[config.mk]
export PLATFORM = sky130hd
export DESIGN_NAME = pipe_id_ie_reg
export DESIGN_NICKNAME = d
export VERILOG_FILES = /design/src/rtl/pipe_id_ie_reg.sv
export SDC_FILE = /design/constraint.sdc
export NUM_CORES = 1
export LEC_CHECK = 0
export ABC_CLOCK_PERIOD_IN_PS = 4100
export CORE_ASPECT_RATIO = 0.5
export CORE_MARGIN = 2
export CORE_UTILIZATION = 43
export DETAILED_ROUTE_END_ITERATION = 8
export HOLD_SLACK_MARGIN = 0.03
export PLACE_DENSITY_LB_ADDON = 0.08
export SLEW_MARGIN = 25
export SYNTH_ARGS = -nofsm -noshare
export SYNTH_HDL_FRONTEND = slang
export SYNTH_SLANG_ARGS = --single-unit
[constraint.sdc]
create_clock -name clk_i -period 4.1 [get_ports clk_i]
set_input_delay 0.41 -clock clk_i [delete_from_list [all_inputs] [get_ports clk_i]]
set_output_delay 0.41 -clock clk_i [all_outputs]
set_load 0.005 [all_outputs]
[src/rtl/pipe_id_ie_reg.sv]
// ID->IE pipeline register: captures decoded control, operands and register addresses,
// inserts bubbles on hazard flush or squashed ID, and counts flush bubbles (saturating).
module pipe_id_ie_reg #(
  parameter int DATA_W       = 32,
  parameter int BUBBLE_CNT_W = 16
) (
  input  logic                    clk_i,
  input  logic                    rst_ni,
  input  logic                    hold_i,
  input  logic                    flush_i,
  input  logic                    cnt_clr_i,
  input  logic                    valid_id_i,
  input  logic                    reg_write_id_i,
  input  logic                    mem_to_reg_id_i,
  input  logic                    mem_write_id_i,
  input  logic                    alu_src_id_i,
  input  logic                    reg_dst_id_i,
  input  logic [2:0]              alu_ctrl_id_i3,
  input  logic [DATA_W-1:0]       rd1_id_i,
  input  logic [DATA_W-1:0]       rd2_id_i,
  input  logic [DATA_W-1:0]       imm_id_i,
  input  logic [4:0]              rs_id_i5,
  input  logic [4:0]              rt_id_i5,
  input  logic [4:0]              rd_id_i5,
  output logic                    valid_ie_o,
  output logic                    reg_write_ie_o,
  output logic                    mem_to_reg_ie_o,
  output logic                    mem_write_ie_o,
  output logic                    alu_src_ie_o,
  output logic                    reg_dst_ie_o,
  output logic [2:0]              alu_ctrl_ie_o3,
  output logic [DATA_W-1:0]       rd1_ie_o,
  output logic [DATA_W-1:0]       rd2_ie_o,
  output logic [DATA_W-1:0]       imm_ie_o,
  output logic [4:0]              rs_ie_o5,
  output logic [4:0]              rt_ie_o5,
  output logic [4:0]              rd_ie_o5,
  output logic [4:0]              dst_reg_addr_ie_o5,
  output logic [BUBBLE_CNT_W-1:0] bubble_cnt_o
);

  typedef struct packed {
    logic              valid;
    logic              reg_write;
    logic              mem_to_reg;
    logic              mem_write;
    logic              alu_src;
    logic              reg_dst;
    logic [2:0]        alu_ctrl;
    logic [DATA_W-1:0] rd1;
    logic [DATA_W-1:0] rd2;
    logic [DATA_W-1:0] imm;
    logic [4:0]        rs;
    logic [4:0]        rt;
    logic [4:0]        rd;
  } stage_t;

  localparam logic [BUBBLE_CNT_W-1:0] CNT_MAX = '1;

  stage_t                  stage_q;
  stage_t                  stage_load;
  logic [BUBBLE_CNT_W-1:0] bubble_cnt_q;

  always_comb begin
    stage_load            = '0;
    stage_load.valid      = 1'b1;
    stage_load.reg_write  = reg_write_id_i;
    stage_load.mem_to_reg = mem_to_reg_id_i;
    stage_load.mem_write  = mem_write_id_i;
    stage_load.alu_src    = alu_src_id_i;
    stage_load.reg_dst    = reg_dst_id_i;
    stage_load.alu_ctrl   = alu_ctrl_id_i3;
    stage_load.rd1        = rd1_id_i;
    stage_load.rd2        = rd2_id_i;
    stage_load.imm        = imm_id_i;
    stage_load.rs         = rs_id_i5;
    stage_load.rt         = rt_id_i5;
    stage_load.rd         = rd_id_i5;
  end

  // A bubble is all zeros so that reg 0 addresses never match in the hazard unit.
  always_ff @(posedge clk_i or negedge rst_ni) begin
    if (!rst_ni) begin
      stage_q <= '0;
    end else if (!hold_i) begin
      if (flush_i || !valid_id_i) begin
        stage_q <= '0;
      end else begin
        stage_q <= stage_load;
      end
    end
  end

  always_ff @(posedge clk_i or negedge rst_ni) begin
    if (!rst_ni) begin
      bubble_cnt_q <= '0;
    end else if (cnt_clr_i) begin
      bubble_cnt_q <= '0;
    end else if (!hold_i && flush_i && (bubble_cnt_q != CNT_MAX)) begin
      bubble_cnt_q <= bubble_cnt_q + BUBBLE_CNT_W'(1);
    end
  end

  assign valid_ie_o         = stage_q.valid;
  assign reg_write_ie_o     = stage_q.reg_write;
  assign mem_to_reg_ie_o    = stage_q.mem_to_reg;
  assign mem_write_ie_o     = stage_q.mem_write;
  assign alu_src_ie_o       = stage_q.alu_src;
  assign reg_dst_ie_o       = stage_q.reg_dst;
  assign alu_ctrl_ie_o3     = stage_q.alu_ctrl;
  assign rd1_ie_o           = stage_q.rd1;
  assign rd2_ie_o           = stage_q.rd2;
  assign imm_ie_o           = stage_q.imm;
  assign rs_ie_o5           = stage_q.rs;
  assign rt_ie_o5           = stage_q.rt;
  assign rd_ie_o5           = stage_q.rd;
  assign dst_reg_addr_ie_o5 = stage_q.reg_dst ? stage_q.rd : stage_q.rt;
  assign bubble_cnt_o       = bubble_cnt_q;

endmodule
==> run_results.csv <==
group,metric,value,unit
status,outcome,"completed",
synth,synthCells,378,
critical_path,endpoint_kind,"flop",
pwr,ir_drop,0.256,mV
layout,drive_gt1_share,8.78,%
synth,synth.avg_cell_area,13.7,sq um
global_route,grt_pass1_wl,23000,um
synth,yosysUniqueCellTypes,39,
floorplanning,io_pins,266,
job,cap_viol_max_count,0,
critical_path,worstPathRequired,4.39,ns
clock_tree,post_cts_resize_count,0,
critical_path,crit_slowest_cell,"nor4_2",
global_route,antenna_found_initial,0,
global_route,gr-usage-all-layers,23.0,%
sta,final_max_slew_viol_count,0,
sta,setup_violations,0,
layout,multi_input_area,1640,sq um
detailed_routing,routed_via_density,5.22,
clock_tree,clock_latency,0.41,ns
sta,slew_headroom,34.2,%
detailed_routing,finalWirelength,15100,um
detailed_routing,first_pass_iters,4,
sta,fin_crit,2.33,ns
critical_path,reg2reg_depth,6,
layout,num_antenna_cells,0,
layout,fill_cells,835,
clock_tree,cts_tree,"built",
detailed_routing,drt_iter0_drc,190,
place,io_buffers,265,
sta,fin_crit_sh,56.9,%
critical_path,arrival,2.62,ns
floorplanning,core_area,11800,sq um
floorplanning,row_count,28,
layout,finalInstanceArea,8630,sq um
detailed_routing,ant_nets,0,
clock_tree,cts_hold_buf,0,
pwr,power_leakage,3.73,nW
synth,yosysWarnings,0,
min_path,hold_class,"input port to asynchronous set/reset pin",
synth,synth.ff_latch_count,136,
layout,instances_no_fill,814,
critical_path,critical_path.max_fanout,17,
global_route,grt_start_max_net_pins,110,
detailed_routing,vias,4248,
global_route,overflow,0,
place,dp_hpwl,10500,um
sta,fmax,428,MHz
clock_tree,postCtsSetupBuffers,0,
sta,rsz0062_at_grt,"no",
layout,post-route-util,73.1,%
synth,synth_area,5190,sq um
floorplanning,die_w,159,um
place,placed_cell_area,8010,sq um
sta,setup_ws,1.77,ns
pwr,powerDensity,405,nW/um^2
detailed_routing,wire_per_inst,18.6,um
critical_path,critPathMaxStageDelay,0.61,ns
sta,fin_skew,0.00759,ns
critical_path,path_cells,"ha_1 > nand4_2 > nor4_2 > buf_4 > nor4_1 > mux2_2",
synth,synth_seq_area_share,65.6,%
critical_path,crit_type,"flop to flop",
layout,area.growth.synth_to_final,66.4,%
clock_tree,clk_path_buf_depth,2,
sta,finalSetupTns,0,ns
synth,synth_flop_cell,"dfrtp_1",
synth,synth-edff-count,0,
place,place_congestion,0.849,
clock_tree,cts_root_buf,"clkbuf_16",
floorplanning,start_util,43.9,%
floorplanning,die_h,81.7,um
sta,worstMarginPinSlew,0.982,ns
critical_path,cp-start-kind,"flop",
floorplanning,dieArea,13000,sq um
clock_tree,cts_buffers,17,
global_route,grt_pass1_vias,4202,
synth,syn_nets,504,
clock_tree,clk_pin_slew,0.06,ns
detailed_routing,drc,0,
place,dpl.cell_count,782,
clock_tree,cts_max_level,4,
place,place_ws,1.68,ns
clock_tree,cts.sinks,136,
layout,seqCellArea,3400,sq um
sta,hold_viol,0,
layout,nets,762,
synth,async_flop_share,100,%
-- layer usage --
metal | global-route usage, % | share of wire, % | up-vias
li1 | - | - | 1978
met1 | 27.4 | 41 | 2120
met2 | 39.8 | 51 | 134
met3 | 8.64 | 6.8 | 16
met4 | 7.09 | 1.3 | 0
met5 | 0 | 0 | -
-- worst max-delay path: cells and delay by family, from the launching register on --
family / cells / cell delay [ns]
buffers and inverters: 1 / 0.32
DFF: 1 / 0.47
muxes: 1 / 0.29
adders and majority gates: 1 / 0.26
and+or+nand+nor: 3 / 0.88
-- final cells by class --
cell class	instances	area share, %
Timing Repair Buffer	273	31.9
Tap cell	165	2.39
Sequential cell	136	39.4
Clock inverter	14	2.29
Inverter	2	0.0869
Multi-Input combinational cell	206	19.0
Clock buffer	18	4.97
-- where the power goes --
| part | total, mW | internal, mW | switching [mW] |
|---|---|---|---|
| registers | 1.45 | 1.41 | 0.0418 |
| logic | 0.421 | 0.279 | 0.143 |
| clock network | 1.62 | 1.02 | 0.600 |
| total | 3.50 | 2.71 | 0.784 |
-- layout by cell type, fill, tap and decap left out, types with 5 or more instances in the layout --
cell             count
a22o_1             119
buf_4                6
dfrtp_1            136
clkdlybuf4s50_1    263
nand3_1              7
nor4_1               6
nand2_1             10
mux2_2               6
clkinvlp_4           5
a21oi_1              7
clkbuf_16           17
-- registers in the layout, indices dropped and copies added, names as in the netlist, 3 cells and up --
name and count:
rs_ie_o5 5, rd2_ie_o 32, rd1_ie_o 32, imm_ie_o 32, rt_ie_o5 5, bubble_cnt_o 16
rd_ie_o5 5, alu_ctrl_ie_o3 3
-- synthesized netlist by cell type, types with 2 or more instances --
library cell  number  share of area [%]
a21o_1             2               0.29
a21oi_1            7               0.68
a22o_1           119                 20
buf_4              2               0.29
clkbuf_1          31                2.2
dfrtp_1          136                 66
inv_1              2               0.14
mux2_2             6                1.3
nand2_1           10               0.72
nand3_1            7               0.68
nand4_1            4               0.48
nor2_1             3               0.22
nor2b_1            3               0.36
nor3_1             4               0.39
nor4_1             6               0.72
o21a_1             3               0.43
o21ai_0            3               0.29
o31a_1             3               0.51
o31ai_1            3               0.43
o41ai_1            3               0.51
or4_1              2               0.29
or4b_2             2               0.39
-- metrics by stage --
stage	power [mW]	hold slack (ns)
6_report	3.50	0.121
5_1_grt	3.64	0.189
4_1_cts	3.53	0.175
3_5_place_dp	1.90	0.496
3_3_place_gp	1.89	0.471
2_1_floorplan	1.58	0.114
-- cells by family after synthesis --
group           after synthesis  share of synthesized area [%]
simple gates                 51                           5.84
flops                       136                           65.6
buf+inv                      36                           2.89
compound gates              147                           23.9
mux                           7                           1.50
fa+ha+maj                     1                          0.241
-- worst paths after layout --
path / start / endpoint / slack, ns
worst min register to register: valid_ie_o / valid_ie_o / 0.50
worst min-delay path: rst_ni / imm_ie_o[3] / 0.12
worst max register to register: bubble_cnt_o[0] / bubble_cnt_o[5] / 1.77
min in group clk_i: valid_ie_o / valid_ie_o / 0.50
worst max-delay path: bubble_cnt_o[0] / bubble_cnt_o[5] / 1.77
max in group asynchronous: rst_ni / rd2_ie_o[8] / 3.09
(Power assumes the default switching activity.)
